==> src/rtl/gpio_button_scanner.sv <==
// Tile push-button front end: polarity fix, two-FF sync, per-bit debounce, and a
// lowest-index arbiter producing a registered one-hot guess. BTN_PRESS_COUNT_EN adds press_count.
//
// state     | meaning
// ----------+-------------------------------------------------------------
// S_IDLE    | waiting for an enabled debounced press
// S_HELD    | guess latched, held until that button releases or enable drops
// S_RELEASE | outputs cleared, waiting for every button to be released
module gpio_button_scanner #(
    parameter int N               = 8,
    parameter int DEBOUNCE_CYCLES = 250000,
    parameter bit ACTIVE_LOW      = 1'b1
) (
    input  logic         clk,
    input  logic         reset,
    input  logic [N-1:0] btn_raw,
    input  logic         enable,
    output logic [N-1:0] guess,
    output logic         guess_valid,
    output logic         press_pulse,
    output logic         busy
`ifdef BTN_PRESS_COUNT_EN
    ,
    output logic [7:0]   press_count
`endif
);

    localparam int CW = $clog2(DEBOUNCE_CYCLES);
    localparam logic [CW-1:0] CNT_LAST = CW'(DEBOUNCE_CYCLES - 1);
    localparam logic [N-1:0] POL_MASK = ACTIVE_LOW ? {N{1'b1}} : {N{1'b0}};

    typedef enum logic [1:0] {
        S_IDLE    = 2'd0,
        S_HELD    = 2'd1,
        S_RELEASE = 2'd2
    } state_t;

    state_t        state;
    logic [N-1:0]  pressed;
    logic [N-1:0]  sync1;
    logic [N-1:0]  sync2;
    logic [N-1:0]  db;
    logic [CW-1:0] cnt [N];
    logic [N-1:0]  lowest;

    assign pressed = btn_raw ^ POL_MASK;
    // Two's-complement trick isolates the lowest set bit of db.
    assign lowest  = db & (~db + N'(1));

    always_ff @(posedge clk or negedge reset) begin
        if (!reset) begin
            sync1 <= '0;
            sync2 <= '0;
        end else begin
            sync1 <= pressed;
            sync2 <= sync1;
        end
    end

    always_ff @(posedge clk or negedge reset) begin
        if (!reset) begin
            db <= '0;
            for (int i = 0; i < N; i++) begin
                cnt[i] <= '0;
            end
        end else begin
            for (int i = 0; i < N; i++) begin
                if (sync2[i] == db[i]) begin
                    cnt[i] <= '0;
                end else if (cnt[i] == CNT_LAST) begin
                    db[i]  <= sync2[i];
                    cnt[i] <= '0;
                end else begin
                    cnt[i] <= cnt[i] + CW'(1);
                end
            end
        end
    end

    always_ff @(posedge clk or negedge reset) begin
        if (!reset) begin
            state       <= S_IDLE;
            guess       <= '0;
            guess_valid <= 1'b0;
            press_pulse <= 1'b0;
            busy        <= 1'b0;
`ifdef BTN_PRESS_COUNT_EN
            press_count <= 8'd0;
`endif
        end else begin
            press_pulse <= 1'b0;
            case (state)
                S_IDLE: begin
                    if (enable && (db != '0)) begin
                        guess       <= lowest;
                        guess_valid <= 1'b1;
                        press_pulse <= 1'b1;
                        busy        <= 1'b1;
                        state       <= S_HELD;
`ifdef BTN_PRESS_COUNT_EN
                        press_count <= press_count + 8'd1;
`endif
                    end
                end
                S_HELD: begin
                    if (((db & guess) == '0) || !enable) begin
                        guess       <= '0;
                        guess_valid <= 1'b0;
                        state       <= S_RELEASE;
                    end
                end
                S_RELEASE: begin
                    if (db == '0) begin
                        busy  <= 1'b0;
                        state <= S_IDLE;
                    end
                end
                default: begin
                    guess       <= '0;
                    guess_valid <= 1'b0;
                    busy        <= 1'b0;
                    state       <= S_IDLE;
                end
            endcase
        end
    end

endmodule

==> config.mk <==
export PLATFORM = sky130hd
export DESIGN_NAME = gpio_button_scanner
export DESIGN_NICKNAME = d
export VERILOG_FILES = /design/src/rtl/gpio_button_scanner.sv
export SDC_FILE = /design/constraint.sdc
export NUM_CORES = 1
export LEC_CHECK = 0
export ABC_AREA = 1
export BUFFER_PORTS_ARGS = -buffer_cell sky130_fd_sc_hd__buf_4
export CAP_MARGIN = 20
export CORE_ASPECT_RATIO = 0.8
export CORE_MARGIN = 4
export CORE_UTILIZATION = 50
export CTS_CLUSTER_DIAMETER = 120
export DETAILED_ROUTE_END_ITERATION = 7
export GPL_TIMING_DRIVEN = 0
export PLACE_DENSITY = 0.73
export SYNTH_ARGS = -nofsm -noshare
export SYNTH_HDL_FRONTEND = slang
export SYNTH_SLANG_ARGS = --single-unit
==> constraint.sdc <==
create_clock -name clk -period 2.1 [get_ports clk]
set_clock_uncertainty 0.05 [all_clocks]
set_input_delay 0.63 -clock clk [delete_from_list [all_inputs] [get_ports clk]]
set_output_delay 0.63 -clock clk [all_outputs]
set_load 0.01 [all_outputs]
==> qor.csv, run 1 <==
stage;metric;value;unit
outcome;outcome;complete, no violations;
timing;maximum_clock_frequency;577;MHz
worst_setup_path;reg2reg_to;cnt[35];
worst_setup_path;timing.setup.critical_path_class;reg -> reg;
floorplanning;die_area;22200;um^2
clocking;cts_max_level;4;
timing;final-hold-violation-count;0;
clocking;cts_setup_buffers;0;
timing;timing.final.crit_share;82.5;%
clocking;cts_tree;yes;
grt;grt_first_pass_wirelength;35400;um
timing;setup_violations;0;
synth;ys_top_cells_by_area;sky130_fd_sc_hd__dfrtp_1 (46%), sky130_fd_sc_hd__nand2_1 (13%), sky130_fd_sc_hd__nor2_1 (11%);
synth;synth.top_cell.area_share;45.6;%
synth;ys_ff_latch;181;
final_layout;final_net_count;1395;
synth;asyncSetResetFlopFracSynth;100;%
pwr;ir_drop;503;uV
grt;number_of_global_route_vias_before_repair;7593;
worst_setup_path;crit_path_end_kind;register;
floorplanning;floorplan.die.height;134;um
worst_setup_path;crit_path_start;db[6];
pwr;powerDensity;640;nW/um^2
timing;worst_slew_pin_slew;736;ps
drt;vias;8132;
clocking;cts_hold_repair.buffers;0;
grt;globalRoute.totalOverflow;0;
clocking;numClockSinks;181;
drt;antenna_left;0;
timing;finalMaxSlewViolations;0;
synth;synthMostInstantiatedCell;sky130_fd_sc_hd__nand2_1;
placed_design;placed_area;10400;um^2
floorplanning;initial_core_util;51.6;%
drt;routed_wire_length_per_instance;12.1;um
synth;seq_area_frac_synth;45.6;%
placed_design;dp_hpwl;14500;um
worst_setup_path;worst_path_max_delay_cell;sky130_fd_sc_hd__xnor2_1;
final_layout;fillcell_total;1777;
timing;worst_slack;368;ps
drt;routed_via_density;4.94;
final_layout;synthToLayoutAreaGrowth;11.2;%
synth;synthesis.area;9930;um^2
final_layout;antennaDiodeCount;0;
worst_setup_path;timing.reg2reg.worst_path_depth;6;
timing;setup_repair_after_global_routing_missed_its_margin;no;
worst_setup_path;r2r_start;db[6];
worst_setup_path;start_kind;register;
placed_design;placement.io_buffers;21;
timing;minimum_clock_period_after_layout;1730;ps
pwr;part_of_the_total_power_dissipated_in_sequential_elements;50.7;%
final_layout;multi_input_comb_area;4700;um^2
synth;post_synth.cell_area_avg;7.44;um^2
pwr;switching_share;21.2;%
pwr;comb_power_share;3.4;%
pwr;cell_internal_pwr;5.57;mW
synth;net_count_synth;1354;
worst_setup_path;required;2380;ps
placed_design;gp_congestion;0.889;
drt;number_of_design_rule_violations_left_after_detail_routing;0;
synth;post-synth-top-area-cell;sky130_fd_sc_hd__dfrtp_1;
placed_design;placement.setup.worst_slack;376;ps
clocking;worst_skew_pair.late_latency;430;ps
clocking;clk_transition_reported_paths;70;ps
grt;largest_net_degree_at_the_start_of_global_routing;120;
final_layout;area.sequential;4530;um^2
final_layout;post-route-cell-area;11000;um^2
floorplanning;floorplan.rows;45;
synth;synth_top_flop_cell;sky130_fd_sc_hd__dfrtp_1;
pwr;leakagePower;5.00;nW
synth;synth.cells.most_frequent;sky130_fd_sc_hd__nand2_1 (343), sky130_fd_sc_hd__nor2_1 (281), sky130_fd_sc_hd__dfrtp_1 (181);
worst_setup_path;timing.critical_path.cells;xnor2_1 > inv_1 > nand2_4 > inv_2 > nand2_1 > nor2_1;
clocking;clock_tree.buffer_depth;2;
synth;synth.lib_cells_used.distinct;37;
pwr;pwr-share-clk;45.9;%
min_path;hold_removal_path_class;in -> async;
worst_setup_path;worst-endpoint-arrival;2010;ps
job;drv_cap;0;
synth;synthesis.instances;1335;
worst_setup_path;worstSetupEndpoint;cnt[35];
timing;max-slew-margin-rel;50.6;%
synth;synth-edff-count;0;
grt;grt_util_all_layers;19.4;%
worst_setup_path;r2r_slack;370;ps
final_layout;final_layout_size_suffix_gt1_share;9.30;%
drt;first_pass_iters;5;
worst_setup_path;crit_path_max_incr_delay;600;ps
floorplanning;die_width;166;um
floorplanning;floorplan.core_area;19300;um^2
pwr;power.switching;1.50;mW
drt;drt-initial-drc-count;505;
worst_setup_path;timing.critical_path.fanout_max;8;
floorplanning;pin_count;22;
drt;wirelength;19900;um
clocking;cts_buffers;17;
clocking;number_of_instances_resized_during_post_cts_repair;0;
grt;number_of_antenna_violations_at_the_first_check_in_global_routing;0;
clocking;clk_root_buffer_cell;sky130_fd_sc_hd__clkbuf_16;
synth;ys.warnings.count;0;
[worst max-delay path: cells and delay by family (launching register included)]
kind | cells | cell delay, ps
AND/OR/NAND/NOR | 3 | 270
buffers and inverters | 2 | 250
XOR/XNOR | 1 | 600
flip-flops | 1 | 460
[layout make-up]
type,count,share of cell area [%]
repair buffers,22,1.74
multi-input cells,973,42.5
plain buffers,7,0.464
clock inverters,7,1.11
inverters,174,5.91
clock buffers,23,4.33
flip-flops and latches,181,41.0
well taps,258,2.92
[power groups by stage]
stage | Sequential [mW] | Clock (mW) | Combinational, mW
2_1_floorplan | 3.64 | 0 | 0.120
4_1_cts | 3.59 | 3.33 | 0.246
3_3_place_gp | 3.65 | 0 | 0.233
5_1_grt | 3.60 | 3.48 | 0.280
3_5_place_dp | 3.65 | 0 | 0.245
6_report | 3.59 | 3.25 | 0.238
[worst min-delay path by stage]
stage | start | to | slack, ps | depth (start not counted)
finish | reset | cnt[83] | 70 | 1
global route | reset | cnt[83] | 100 | 1
CTS | reset | cnt[83] | 80 | 1
detailed placement | sync1[0] | sync2[0] | 290 | 0
global placement | sync1[0] | sync2[0] | 290 | 0
floorplan | reset | busy | 280 | 0
[cells in the final DEF, fill, tap and decap left out, drive strengths merged, types with 3 or more instances in the layout]
cell    count
xnor2      24
inv       174
o21ai      11
ha          8
buf        27
xor2       26
nor3       58
nand3b      8
o21bai      8
bufinv      3
clkbuf     25
nand3      88
dfrtp     181
a21oi      26
nor3b       8
nand4      31
nor2      308
nand2     364
and2        4
[stage by stage]
step / setup TNS, ps / hold slack, ps / cells / power [mW] / util, %
4_1_cts: 0 / 84.9 / 1645 / 7.17 / 57.4
5_1_grt: 0 / 103 / 1645 / 7.36 / 57.4
6_report: 0 / 67.3 / 1645 / 7.07 / 57.4
2_1_floorplan: 0 / 281 / 1335 / 3.76 / -
3_5_place_dp: 0 / 286 / 1615 / 3.90 / 54.2
3_3_place_gp: -139610 / 286 / 1614 / 3.88 / 54.1
[routing by layer]
layer	track usage (%)	part of all wire [%]	wire, um	vias to the layer above
li1	-	-	-	4251
met2	28.7	44	8720	144
met5	0	0	0	-
met1	29.3	51	10100	3719
met3	3.87	4.2	842	18
met4	4.99	1.1	221	0
[cells by family after synthesis]
family,after synthesis,share of synthesized area (%)
fa+ha+maj,8,1.01
compound gates,45,2.58
simple gates,870,39.1
flops,181,45.6
xor+xnor,50,4.56
buf+inv,181,7.09
[flip-flops by register name, indices dropped and copies added (netlist names)]
signal and count:
guess_valid 1, press_pulse 1, db 8, sync2 8
sync1 8, guess 8, state 2, busy 1
cnt 144
Note: power is estimated with default switching activity, not from simulation.
==> run 2: changes to the inputs <==
- ABC_AREA: 1 -> 0
- clock period: 2.1 -> 1.7 ns (I/O delays scaled with it)
==> run 2 against run 1 <==
The run now ends with setup timing left; non-clock buffer count grew 140; count of clock-buffer cells in the layout is 3 lower; combinational power is 120% higher; register-to-register slack got worse by 540 ps; worst hold slack got worse by 45 ps; global-route usage grew 1.2 points; cell count decreased by 24%; sequential power rose by 24%; die area is 12% lower; largest power group unchanged.
==> qor.csv, run 2 <==
stage;metric;value;unit
drt;routed_via_density;5.68;
pwr;powerDensity;746;nW/um^2
drt;antenna_left;0;
timing;worst_hold_slack;22.7;ps
placed_design;gp_congestion;0.825;
pwr;post-layout-total-power;8.98;mW
grt;globalRoute.totalOverflow;0;
final_layout;most_common_library_cell_in_the_layout_ignoring_fill_and_taps;sky130_fd_sc_hd__dfrtp_1;
pwr;part_of_the_total_power_dissipated_in_sequential_elements;49.5;%
timing;max-slew-margin-rel;55.4;%
timing;worst_slack;-171;ps
synth;seq_area_frac_synth;52.5;%
clocking;cts_hold_repair.buffers;0;
final_layout;synthToLayoutAreaGrowth;39.4;%
min_path;hold_removal_path_class;in -> async;
synth;net_count_synth;872;
grt;largest_net_degree_at_the_start_of_global_routing;94;
synth;asyncSetResetFlopFracSynth;100;%
worst_setup_path;r2r_slack;-170;ps
synth;ys_ff_latch;181;
clocking;numClockSinks;181;
drt;wirelength;21100;um
timing;final-hold-violation-count;0;
worst_setup_path;crit_path_end_kind;register;
final_layout;largest_register_ffs;144;
pwr;power.switching;1.98;mW
clocking;clk_root_buffer_cell;sky130_fd_sc_hd__clkbuf_16;
clocking;cts_buffers;17;
timing;maximum_clock_frequency;535;MHz
floorplanning;pin_count;22;
final_layout;layout_common_cells;sky130_fd_sc_hd__dfrtp_1 (155), sky130_fd_sc_hd__buf_4 (135), sky130_fd_sc_hd__xnor2_1 (70), sky130_fd_sc_hd__nor2_1 (70), sky130_fd_sc_hd__nor2_2 (44);
synth;synthesis.instances;853;
timing;setup_violations;95;
clocking;cts_max_level;4;
worst_setup_path;start_kind;register;
pwr;comb_power_share;5.8;%
drt;vias;7134;
floorplanning;floorplan.die.height;126;um
grt;grt_util_all_layers;20.6;%
worst_setup_path;timing.reg2reg.worst_path_depth;5;
timing;timing.final.crit_share;110;%
worst_setup_path;timing.critical_path.fanout_max;8;
floorplanning;die_area;19400;um^2
synth;post_synth.cell_area_avg;10.1;um^2
synth;ys_top_cells_by_area;sky130_fd_sc_hd__dfrtp_1 (52%), sky130_fd_sc_hd__xnor2_1 (7.3%), sky130_fd_sc_hd__nor2_1 (5.9%);
synth;synthesis.area;8630;um^2
synth;ys.warnings.count;0;
floorplanning;floorplan.core_area;16800;um^2
synth;synth.lib_cells_used.distinct;41;
job;drv_cap;0;
drt;routed_wire_length_per_instance;16.9;um
clocking;clock_tree.buffer_depth;2;
final_layout;antennaDiodeCount;0;
grt;number_of_global_route_vias_before_repair;6769;
synth;synth.cells.most_frequent;sky130_fd_sc_hd__dfrtp_1 (181), sky130_fd_sc_hd__nor2_1 (136), sky130_fd_sc_hd__xnor2_1 (72);
placed_design;placement.io_buffers;21;
drt;number_of_design_rule_violations_left_after_detail_routing;0;
worst_setup_path;reg2reg_to;cnt[105];
grt;number_of_antenna_violations_at_the_first_check_in_global_routing;0;
worst_setup_path;r2r_start;cnt[96];
final_layout;final_layout_size_suffix_gt1_share;43.4;%
grt;grt_first_pass_wirelength;33400;um
pwr;ir_drop;585;uV
floorplanning;floorplan.rows;42;
synth;synth.top_cell.area_share;52.5;%
synth;synth_top_flop_cell;sky130_fd_sc_hd__dfrtp_1;
final_layout;regMostFlops;cnt;
outcome;outcome;complete, but fails checks;
synth;synthMostInstantiatedCell;sky130_fd_sc_hd__dfrtp_1;
final_layout;final_net_count;1043;
clocking;clk_transition_reported_paths;60;ps
placed_design;dp_hpwl;10700;um
pwr;cell_internal_pwr;7.00;mW
synth;post-synth-top-area-cell;sky130_fd_sc_hd__dfrtp_1;
outcome;failing_checks;setup timing;
floorplanning;initial_core_util;51.5;%
final_layout;fillcell_total;1122;
pwr;switching_share;22.1;%
timing;minimum_clock_period_after_layout;1870;ps
clocking;worst_skew_pair.late_latency;430;ps
pwr;pwr-share-clk;44.7;%
timing;finalMaxSlewViolations;0;
pwr;leakagePower;4.90;nW
timing;setup_repair_after_global_routing_missed_its_margin;yes;
floorplanning;die_width;155;um
clocking;cts_tree;yes;
worst_setup_path;worst-endpoint-arrival;2170;ps
drt;first_pass_iters;6;
worst_setup_path;timing.setup.critical_path_class;reg -> reg;
synth;synth-edff-count;0;
worst_setup_path;required;2000;ps
drt;drt-initial-drc-count;512;
timing;worst_slew_pin_slew;669;ps
-- run 2: cell count changes in the layout (fill, tap and decap cells not counted), sizes merged, moves of 10 or more --
cell   delta
nand2   -313
nor2    -172
buf     +142
inv     -136
xnor2    +48
nor3     -42
nand3    -37
nor4     +35
or4      +29
o31ai    +21
or3      +17
mux2     +14
a21oi    +10
-- run 2: layout make-up --
class | count | area, um^2 | area share [%]
Buffer | 12 | 136 | 1.13
Clock buffer | 20 | 467 | 3.88
Clock inverter | 10 | 130 | 1.08
Inverter | 38 | 143 | 1.19
Multi-Input combinational cell | 617 | 5030 | 41.8
Sequential cell | 181 | 4560 | 37.9
Tap cell | 220 | 275 | 2.29
Timing Repair Buffer | 157 | 1290 | 10.7
-- run 2: logic make-up (layout without fill, tap and decap cells) --
group / Yosys count / in the layout / synth area share [%]
AO/OA/AOI/OAI: 92 / 92 / 8.04
adder cells (fa/ha/maj): 8 / 8 / 1.16
flip-flops: 181 / 181 / 52.5
XOR/XNOR: 102 / 102 / 10.3
multiplexers: 14 / 14 / 1.83
buffers and inverters: 55 / 237 / 2.57
AND/OR/NAND/NOR: 401 / 401 / 23.6
-- run 2: metal layers --
metal  global-route usage [%]  up-vias  part of all wire (%)
li1                         -     3365                     -
met1                     29.5     3574                    45
met2                     32.4      164                    50
met3                     4.08       31                   3.8
met4                     5.50        0                   1.9
met5                        0        -                     0
-- run 2: worst max-delay path: stages (launching register included) --
cell and delay, ps:
sky130_fd_sc_hd__dfrtp_1 410, sky130_fd_sc_hd__nand3_2 100, sky130_fd_sc_hd__or4_4 490, sky130_fd_sc_hd__buf_6 150, sky130_fd_sc_hd__or4_1 440, sky130_fd_sc_hd__a21oi_2 150
-- run 2: how the worst max path moves through the flow --
stage	start	end	slack, ps	depth (start not counted)
3_3_place_gp	reset	db[6]	-1240	1
6_report	cnt[96]	cnt[105]	-170	5
3_5_place_dp	db[0]	guess[7]	-340	4
2_1_floorplan	cnt[72]	cnt[88]	-100	5
4_1_cts	cnt[42]	cnt[39]	-180	5
5_1_grt	cnt[4]	cnt[16]	-250	5
-- run 2: stage by stage --
stage | setup WS [ps] | setup TNS, ps | util (%) | cell area [um^2] | instances
6_report | -171 | -8900 | 71.8 | 12000 | 1255
5_1_grt | -251 | -18490 | 71.8 | 12000 | 1255
4_1_cts | -184 | -10770 | 65.9 | 11100 | 1217
3_5_place_dp | -335 | -31150 | 55.3 | 9270 | 1095
3_3_place_gp | -1240 | -216800 | 55.1 | 9230 | 1094
2_1_floorplan | -98.8 | -1740 | - | 8800 | 853
-- run 2: timing repair --
| action | CTS | global route |
|---|---|---|
| setup buffers | 89 | 39 |
| cloned | 6 | 1 |
| resized for setup | 136 | 176 |
| pin swaps | 107 | 60 |
| endpoints found under the setup margin | 156 | 159 |
-- run 2: power by group through the flow --
stage                     registers [mW]  clock network, mW  logic [mW]
after CTS                           4.43               4.07       0.414
after global placement              4.51                  0       0.305
after floorplan                     4.50                  0       0.162
final                               4.44               4.01       0.523
after global routing                4.45               4.27       0.581
after detailed placement            4.51                  0       0.317
